<file path="config.mk">
export PLATFORM = sky130hd
export DESIGN_NAME = i2c_bus_arbiter
export DESIGN_NICKNAME = d
export VERILOG_FILES = /design/src/rtl/i2c_bus_arbiter.sv
export SDC_FILE = /design/constraint.sdc
export NUM_CORES = 1
export LEC_CHECK = 0
export ABC_AREA = 1
export CAP_MARGIN = 0
export CORE_ASPECT_RATIO = 1.25
export CORE_UTILIZATION = 58
export CTS_CLUSTER_DIAMETER = 80
export DETAILED_ROUTE_END_ITERATION = 16
export PLACE_DENSITY = 0.78
export SYNTH_ARGS = -nofsm -noshare
export SYNTH_HDL_FRONTEND = slang
export SYNTH_SLANG_ARGS = --single-unit
export TNS_END_PERCENT = 30
</file>
<file path="constraint.sdc">
create_clock -name ICE_CLK -period 1.6 [get_ports ICE_CLK]
set_input_delay 0.24 -clock ICE_CLK [delete_from_list [all_inputs] [get_ports ICE_CLK]]
set_output_delay 0.24 -clock ICE_CLK [all_outputs]
set_load 0.05 [all_outputs]
</file>
<file path="src/rtl/i2c_bus_arbiter.sv">
`default_nettype none
// ============================================================================
//  Module   : i2c_bus_arbiter
//  Purpose  : Shares the peripheral I2C bus between the external host (via the
//             SDA/SCL passthrough bridge) and an internal FPGA I2C master. The
//             host bus is watched for START/STOP; the internal master is only
//             granted the bus after the host side has been idle for
//             BUS_FREE_CYCLES, and the bridge is blocked while it owns it.
//  Ports    : ICE_CLK/ICE_RST   - clock, asynchronous active-high reset
//             global_scl_di/sda - raw host-side bus levels (asynchronous)
//             int_req/int_done  - internal master request level / done pulse
//             passthru_en       - bridge enable (0 blocks forwarding)
//             int_grant         - internal master owns the bus
//             ext_busy          - host transaction in progress
//             bus_stuck         - sticky timeout flag
//  Options  : define I2C_ARB_TIMEOUT_EN to add stuck-bus / stuck-grant
//             timeouts; otherwise bus_stuck is tied to 0.
//  Revision : 1.0 - initial release
// ============================================================================
module i2c_bus_arbiter #(
    parameter int BUS_FREE_CYCLES = 64,
    parameter int TIMEOUT_CYCLES  = 1000000,
    parameter int CNT_W           = 20
) (
    input  logic ICE_CLK,
    input  logic ICE_RST,
    input  logic global_scl_di,
    input  logic global_sda_di,
    input  logic int_req,
    input  logic int_done,
    output logic passthru_en,
    output logic int_grant,
    output logic ext_busy,
    output logic bus_stuck
);

    localparam logic [2:0] c_FREE_WAIT = 3'd0;
    localparam logic [2:0] c_IDLE      = 3'd1;
    localparam logic [2:0] c_EXT_BUSY  = 3'd2;
    localparam logic [2:0] c_INT_GRANT = 3'd3;
    localparam logic [2:0] c_DRAIN     = 3'd4;

    localparam logic [CNT_W-1:0] c_FREE_LAST = CNT_W'(BUS_FREE_CYCLES - 1);
    localparam logic [CNT_W-1:0] c_CNT_MAX   = {CNT_W{1'b1}};

    // Both counters must be able to hold their limits without wrapping.
    if (((64'd1 << CNT_W) <= 64'(TIMEOUT_CYCLES)) || (BUS_FREE_CYCLES < 1) ||
        ((64'd1 << CNT_W) <= 64'(BUS_FREE_CYCLES))) begin : g_cnt_w_check
        $error("i2c_bus_arbiter: CNT_W too narrow for the configured limits");
    end

    // Synchronizer + history stages; idle bus level is 1 so all reset to 1.
    logic scl_meta_q, scl_sync_q, scl_hist_q;
    logic sda_meta_q, sda_sync_q, sda_hist_q;
    logic start_q, stop_q;
    logic [2:0] state_q, state_d;
    logic [CNT_W-1:0] free_cnt_q, free_cnt_d;
    logic passthru_q, grant_q, busy_q;

    logic w_start, w_stop, w_lines_high, w_free_done;

    always_ff @(posedge ICE_CLK or posedge ICE_RST) begin
        if (ICE_RST) begin
            scl_meta_q <= 1'b1;
            scl_sync_q <= 1'b1;
            scl_hist_q <= 1'b1;
            sda_meta_q <= 1'b1;
            sda_sync_q <= 1'b1;
            sda_hist_q <= 1'b1;
        end else begin
            scl_meta_q <= global_scl_di;
            scl_sync_q <= scl_meta_q;
            scl_hist_q <= scl_sync_q;
            sda_meta_q <= global_sda_di;
            sda_sync_q <= sda_meta_q;
            sda_hist_q <= sda_sync_q;
        end
    end

    // SCL must be high in both stages so an SDA change coinciding with an SCL
    // edge is never mistaken for a bus condition.
    assign w_start      = sda_hist_q & ~sda_sync_q & scl_hist_q & scl_sync_q;
    assign w_stop       = ~sda_hist_q & sda_sync_q & scl_hist_q & scl_sync_q;
    assign w_lines_high = scl_sync_q & sda_sync_q;
    // True on the cycle whose count makes the run reach BUS_FREE_CYCLES.
    assign w_free_done  = w_lines_high && (free_cnt_q >= c_FREE_LAST);

    always_ff @(posedge ICE_CLK or posedge ICE_RST) begin
        if (ICE_RST) begin
            start_q <= 1'b0;
            stop_q  <= 1'b0;
        end else begin
            start_q <= w_start;
            stop_q  <= w_stop;
        end
    end

    // Bus-free run counter: only meaningful while waiting for a free bus.
    always_comb begin
        free_cnt_d = '0;
        if (((state_q == c_FREE_WAIT) || (state_q == c_DRAIN)) && w_lines_high) begin
            free_cnt_d = (free_cnt_q == c_CNT_MAX) ? free_cnt_q : free_cnt_q + 1'b1;
        end
    end

`ifdef I2C_ARB_TIMEOUT_EN
    localparam logic [CNT_W-1:0] c_TO_LAST = CNT_W'(TIMEOUT_CYCLES - 1);

    logic [CNT_W-1:0] to_cnt_q, to_cnt_d;
    logic stuck_q, stuck_d;
    logic w_activity, w_timeout;

    assign w_activity = (scl_sync_q ^ scl_hist_q) | (sda_sync_q ^ sda_hist_q);
    assign w_timeout  = (to_cnt_q >= c_TO_LAST);

    // In EXT_BUSY this is a bus-inactivity count; in INT_GRANT it ages the
    // grant. It is cleared in every other state.
    always_comb begin
        to_cnt_d = '0;
        if (state_q == c_EXT_BUSY) begin
            to_cnt_d = w_activity ? '0 :
                       ((to_cnt_q == c_CNT_MAX) ? to_cnt_q : to_cnt_q + 1'b1);
        end else if (state_q == c_INT_GRANT) begin
            to_cnt_d = (to_cnt_q == c_CNT_MAX) ? to_cnt_q : to_cnt_q + 1'b1;
        end
    end

    always_ff @(posedge ICE_CLK or posedge ICE_RST) begin
        if (ICE_RST) begin
            to_cnt_q <= '0;
            stuck_q  <= 1'b0;
        end else begin
            to_cnt_q <= to_cnt_d;
            stuck_q  <= stuck_d;
        end
    end

    assign bus_stuck = stuck_q;
`else
    assign bus_stuck = 1'b0;
`endif

    always_comb begin
        state_d = state_q;
`ifdef I2C_ARB_TIMEOUT_EN
        stuck_d = stuck_q;
`endif
        case (state_q)
            c_FREE_WAIT: begin
                if (start_q)          state_d = c_EXT_BUSY;
                else if (w_free_done) state_d = c_IDLE;
            end
            c_IDLE: begin
                // Host START takes priority over a same-cycle request.
                if (start_q)      state_d = c_EXT_BUSY;
                else if (int_req) state_d = c_INT_GRANT;
            end
            c_EXT_BUSY: begin
                if (stop_q) state_d = c_FREE_WAIT;
`ifdef I2C_ARB_TIMEOUT_EN
                else if (w_timeout) begin
                    state_d = c_FREE_WAIT;
                    stuck_d = 1'b1;
                end
`endif
            end
            c_INT_GRANT: begin
                // Host conditions are ignored: the bridge is blocked.
                if (int_done || !int_req) state_d = c_DRAIN;
`ifdef I2C_ARB_TIMEOUT_EN
                else if (w_timeout) begin
                    state_d = c_DRAIN;
                    stuck_d = 1'b1;
                end
`endif
            end
            c_DRAIN: begin
                if (w_free_done) state_d = c_IDLE;
            end
            default: state_d = c_FREE_WAIT;
        endcase
    end

    // Outputs are registered decodes of the next state so they change on the
    // same edge as the state and never glitch.
    always_ff @(posedge ICE_CLK or posedge ICE_RST) begin
        if (ICE_RST) begin
            state_q    <= c_FREE_WAIT;
            free_cnt_q <= '0;
            passthru_q <= 1'b1;
            grant_q    <= 1'b0;
            busy_q     <= 1'b0;
        end else begin
            state_q    <= state_d;
            free_cnt_q <= free_cnt_d;
            passthru_q <= !((state_d == c_INT_GRANT) || (state_d == c_DRAIN));
            grant_q    <= (state_d == c_INT_GRANT);
            busy_q     <= (state_d == c_EXT_BUSY);
        end
    end

    assign passthru_en = passthru_q;
    assign int_grant   = grant_q;
    assign ext_busy    = busy_q;

endmodule
`default_nettype wire
</file>
==> metrics.txt, run 1 <==
status finished clean; vias per inst 5.52; Post-Syn Instances 229; met1 usage 0.295; clock sinks 34; Die Ht 64.0 um; leakage power 1.02 nW; met2 usage 0.536; # fillers between 200 and 250; Multi-input gate area around 820 um2; worst-path fanout max 10; share of layout cells above drive strength 1 0.211; max-slew violation count 0; initial detailed-routing violation count 60; initial antenna violation count 0; Post-synth EDFFs 0; diode count 0; mean post-synth cell area 7.78 um2; total CTS buffers 5; most common cell after layout, fill and taps aside nand2_1; grt total ovfl 0; Crit Path Category reg2reg; first-pass GRT wire length between 7000 and 8000 um; GR Util met3 0.0833; total core area 0.00292 mm2; Worst-Skew Late Latency 0.34 ns; Seq/Total Area, Yosys 0.482; nets@finish 267; DRC 0; Max Root-Sink Buffers 2; root buf cell clkbuf_4; storage element area 860 um2; IO buf count 8; CTS clock-pin slew for the worst setup and hold paths 0.10 ns; Total Power between 0.0015 and 0.002 W; Post-Syn Nets 236; hold crit path type in2async; Final Hold Fails 0; asr flop ratio synth 1.00; Die Footprint approximately 0.0033 mm2; WP buf/inv 2; WP data required around 1.9 ns; Synthesis Warnings 0; Post-Syn Area 0.00178 mm2; critical path endpoint category flop; max cap viols 0; VDD IR max slightly above 500 uV; post-synth cell types 28; minimum clock period between 1 and 1.5 ns; TritonCTS clock tree yes; drt first pass iters 4; DP HPWL 3140 um; routed len/inst 14.0 um; Total Routed Length roughly 4200 um; gp weighted congestion 0.897; H-tree depth 2; vias in the first global route 1699; Fin Setup TNS 0 ns; starting density of the core 0.611; delay-heaviest family, CP simple AND/OR/NAND/NOR gates; max incr delay on CP ~0.36 ns; Power Density 718 mW/mm2; row cnt 22; Chip Width 51.6 um; via count ~1.6k; Total GRT Usage 0.299; post-CTS setup buffer count 0; arrival time worst endpoint between 1.5 and 2 ns; worst path cell trace ha_1 -> nand3_2 -> inv_2 -> nand2_2 -> nor2_4 -> nand3_4 -> buf_4 -> o31ai_1; period utilization 0.920; Post-DRT Antenna Nets 0; GRT busiest layer met2; synthesis-to-finish area growth 18.8%; Slowest-stage cell, CP dfrtp_1; Top FF cell, synth dfrtp_1; Max Clock Freq 0.680 GHz; most frequent cells in the layout 62 x nand2_1, 37 x nor2_1, 27 x dfrtp_1; RSZ-0062 raised after global routing no; Final Setup Violations 0; Final Skew slightly above 0.007 ns; nature of the critical path startpoint flop; I/O pins 10; largest net degree at the start of global routing 35; #FFs+latches synth 34
power breakdown:
| group | leakage (nW) | total [W] | internal [W] | switching (W) |
|---|---|---|---|---|
| clock network | 0.0353 | 0.000487 | 0.000213 | 0.000275 |
| logic | 0.540 | 0.000132 | 0.0000448 | 0.0000870 |
| registers | 0.445 | 0.000900 | 0.000886 | 0.0000138 |
| total | 1.02 | 0.00152 | 0.00114 | 0.000375 |
cells in the mapped netlist (2+ instances only):
cell,count,share of area
a31o_2,4,0.020
a21oi_1,3,0.0084
nor2_1,38,0.080
dfstp_2,7,0.10
nand2_1,62,0.13
o21ai_0,3,0.0084
or2_2,4,0.014
o21ai_2,2,0.0098
nand4_1,7,0.025
buf_2,2,0.0056
nand3_1,25,0.070
dfrtp_1,27,0.38
nand3_2,2,0.011
nor2_4,2,0.013
inv_1,22,0.046
o31ai_1,4,0.017
nor3_1,4,0.011
final timing paths:
path / slack (ns) / startpoint / endpoint / cells past startpoint
worst max-delay path: 0.13 / free_cnt_q[0] / free_cnt_q[7] / 8
worst min-delay path: 0.24 / ICE_RST / free_cnt_q[15] / 3
worst max register to register: 0.13 / free_cnt_q[0] / free_cnt_q[7] / 8
worst min register to register: 0.36 / sda_meta_q / sda_sync_q / 0
max in group asynchronous: 1.11 / ICE_RST / passthru_en / 3
min in group ICE_CLK: 0.31 / global_scl_di / scl_meta_q / 1
registers in the layout, indices dropped and copies added (netlist names):
name and flops:
start_q 1, ext_busy 1, sda_meta_q 1, stop_q 1
state_q 3, sda_hist_q 1, sda_sync_q 1, free_cnt_q 20
passthru_en 1, scl_hist_q 1, scl_meta_q 1, scl_sync_q 1
int_grant 1
cell type report:
type,instances,share of cell area
Clock inverter,1,0.00237
Clock buffer,7,0.0260
Inverter,23,0.0408
Sequential cell,34,0.406
Tap cell,36,0.0213
Timing Repair Buffer,28,0.117
Multi-Input combinational cell,168,0.386
metrics by stage:
| stage | std cells | setup WS [ns] | utilization | cell area [um2] | hold slack, ns |
|---|---|---|---|---|---|
| global route | 297 | 0.0177 | 0.725 | 2120 | 0.249 |
| detailed placement | 289 | 0.109 | 0.701 | 2050 | 0.347 |
| CTS | 297 | 0.0558 | 0.722 | 2110 | 0.234 |
| global placement | 289 | 0.130 | 0.701 | 2050 | 0.345 |
| finish | 297 | 0.128 | 0.725 | 2120 | 0.244 |
| floorplan | 229 | 0.128 | - | 1780 | 0.244 |
worst min-delay path: stages:
cell             delay [ns]
clkdlybuf4s50_1        0.40
inv_1                  0.09
buf_12                 0.21
cells by family (layout without fill, tap and decap cells):
family,after synthesis,in the layout,share of synthesized area
AND/OR/NAND/NOR,146,146,0.362
adder cells (fa/ha/maj),1,1,0.00702
XOR/XNOR,1,1,0.00492
AO/OA/AOI/OAI,19,19,0.0765
buffers and inverters,27,59,0.0646
flip-flops,34,34,0.482
other,1,1,0.00210
layer usage:
metal / routed length, um / vias to the layer above
li1: - / 806
met1: 1600 / 765
met2: 2210 / 55
met3: 227 / 13
met4: 124 / 0
met5: 0 / -
what timing repair did:
item	CTS	global route
setup endpoints to repair	0	4
hold buffers	0	0
gates resized for setup	0	2
No activity file was read; power rests on OpenSTA's default activity.
==> inputs of run 2 (changes only) <==
- CORE_UTILIZATION: 58 -> 45
- PLACE_DENSITY: 0.78 -> 0.66
==> run 2 against run 1 <==
Net effect: clock skew fell by 0.0032 ns; fmax decreased by 0.11%; setup slack lost 0.0016 ns; via count down 3.0%; combinational power hardly changed; wire length decreased by 7.8%; highest routed layer unchanged.
==> metrics.txt, run 2 (synthesis gave the netlist of run 1 again) <==
Slowest-stage cell, CP dfrtp_1; starting density of the core 0.471 (-0.140); Fin Setup TNS 0 ns (unchanged); most common cell after layout, fill and taps aside nand2_1; M1 WL 1660 um (+3.6%); max cap viols 0 (unchanged); Placed Cells 305 (+5.5%); Met3 Wirelength 112 um (-51%); diode count 0 (unchanged); RSZ-0062 raised after global routing no; vias in the first global route 1563 (-8.0%); status finished clean; max FFs per register 20 (unchanged); pre-CTS setup slack 0.0844 ns (-0.0245 ns); total CTS buffers 5 (unchanged); nature of the critical path startpoint flop; Die Footprint 0.00422 mm2 (+28%); Total Routed Length 3840 um (-7.8%); root buf cell clkbuf_8; drt first pass iters 4 (unchanged); Max Clock Freq 0.679 GHz (-0.11%); TritonCTS clock tree yes; vias per inst 5.06 (-8.2%); row cnt 25 (+14%); critical path endpoint category flop; arrival time worst endpoint 1.67 ns (-0.05 ns); CTS clock-pin slew for the worst setup and hold paths 0.06 ns (-0.04 ns); via count 1590 (-3.0%); VDD IR max 509 uV (+0.90%); Finished Core Util 0.573 (-0.153); cell mode on critical path nand2_1; nets@finish 266 (-0.37%); DP HPWL 2980 um (-5.0%); top sig layer met4; total core area 0.00378 mm2 (+30%); hold crit path type in2async; Die Ht 72.4 um (+13%); worst-path fanout max 7 (-3); Total GRT Usage 0.216 (-0.0829); Chip Width 58.3 um (+13%); initial detailed-routing violation count 73 (+22%); Power Density 771 mW/mm2 (+7.3%); first-pass GRT wire length 6810 um (-4.4%); Worst-Skew Late Latency 0.28 ns (-0.06 ns); gp weighted congestion 0.932 (+4.0%); Final Setup Violations 0 (unchanged); largest net degree at the start of global routing 35 (unchanged); minimum clock period 1.47 ns (+0.00160 ns); Hold Buf Count CTS 0 (unchanged); share of layout cells above drive strength 1 0.212 (+0.000810); final cell count without fillers 314 (+5.7%); period utilization 0.921 (+0.000999); final setup margin 0.127 ns (-0.00160 ns); grt total ovfl 0 (unchanged); Max Root-Sink Buffers 2 (unchanged); largest register by flop count free_cnt_q; Placed Area 0.00205 mm2 (+0.37%); Final Skew 0.00404 ns (-0.00321 ns); IO buf count 8 (unchanged); leakage power 1.02 nW (+0.27%); H-tree depth 2 (unchanged); synthesis-to-finish area growth 21.6%; worst path cell trace nand2_1 -> nor2_1 -> nand2_1 -> nor2_4 -> nand3_4 -> buf_4 -> o21ai_0; max incr delay on CP 0.43 ns (+0.07 ns); I/O pins 10 (unchanged); Top Registers free_cnt_q: 20 flops, state_q: 3 flops; DRC 0 (unchanged); initial antenna violation count 0 (unchanged); max-slew violation count 0 (unchanged); clock sinks 34 (unchanged); Crit Path Category reg2reg; WP data required 1.80 ns (-0.05 ns); Post-DRT Antenna Nets 0 (unchanged); routed len/inst 12.2 um (-13%); post-route cell area 0.00217 mm2 (+2.4%); most frequent cells in the layout 62 x nand2_1, 37 x nor2_1, 27 x dfrtp_1; met2 wire len 1990 um (-10%); Final Hold Fails 0 (unchanged)
-- run 2: changes by cell type in the layout (fill, tap and decap cells not counted) --
cell | previous run | this run
buf_4 | 21 | 20
ha_2 | 0 | 1
inv_2 | 1 | 0
inv_4 | 0 | 1
ha_1 | 1 | 0
clkbuf_8 | 1 | 6
clkbuf_4 | 5 | 0
-- run 2: worst paths after layout --
kind / start / endpoint / slack [ns] / cells past startpoint
max reg2reg: free_cnt_q[8] / free_cnt_q[16] / 0.13 / 7
min in group ICE_CLK: scl_meta_q / scl_sync_q / 0.36 / 0
min: ICE_RST / free_cnt_q[8] / 0.29 / 3
min reg2reg: scl_meta_q / scl_sync_q / 0.36 / 0
max: free_cnt_q[8] / free_cnt_q[16] / 0.13 / 7
max in group asynchronous: ICE_RST / passthru_en / 1.06 / 3
-- run 2: layout make-up --
type | instances | area, um2
clock inverter | 1 | 5.00
clock buffer | 7 | 86.3
tap | 54 | 67.6
fill | 370 | 1620
multi-input combinational | 168 | 820
timing repair buffer | 27 | 240
sequential | 34 | 860
inverter | 23 | 88.8
-- run 2: through the flow --
step,power [W],hold WS (ns)
after floorplan,0.000995,0.244
after global placement,0.00105,0.346
after detailed placement,0.00105,0.347
after CTS,0.00169,0.293
after global routing,0.00174,0.315
final,0.00167,0.291
-- run 2: timing repair --
item                                    4_1_cts  5_1_grt
resized for setup                             0        4
buffers inserted                              0        1
endpoints found under the hold margin         0        0
endpoints found under the setup margin        0       19
-- run 2: routing by layer --
metal	vias up	global-route usage
li1	801	-
met4	0	0.0952
met1	746	0.249
met5	-	0
met3	8	0.0374
met2	35	0.386
-- run 2: worst max-delay path, delay by kind of cell, from the launching register on --
family / cells / cell delay [ns]
and+or+nand+nor: 5 / 0.68
buffers and inverters: 1 / 0.19
AOI/OAI and AO/OA: 1 / 0.08
DFF: 1 / 0.43
-- run 2: where the power goes --
part	switching (W)	total (W)	internal, W
logic	0.0000855	0.000130	0.0000448
clock network	0.000293	0.000640	0.000347
registers	0.0000127	0.000900	0.000887
total	0.000392	0.00167	0.00128
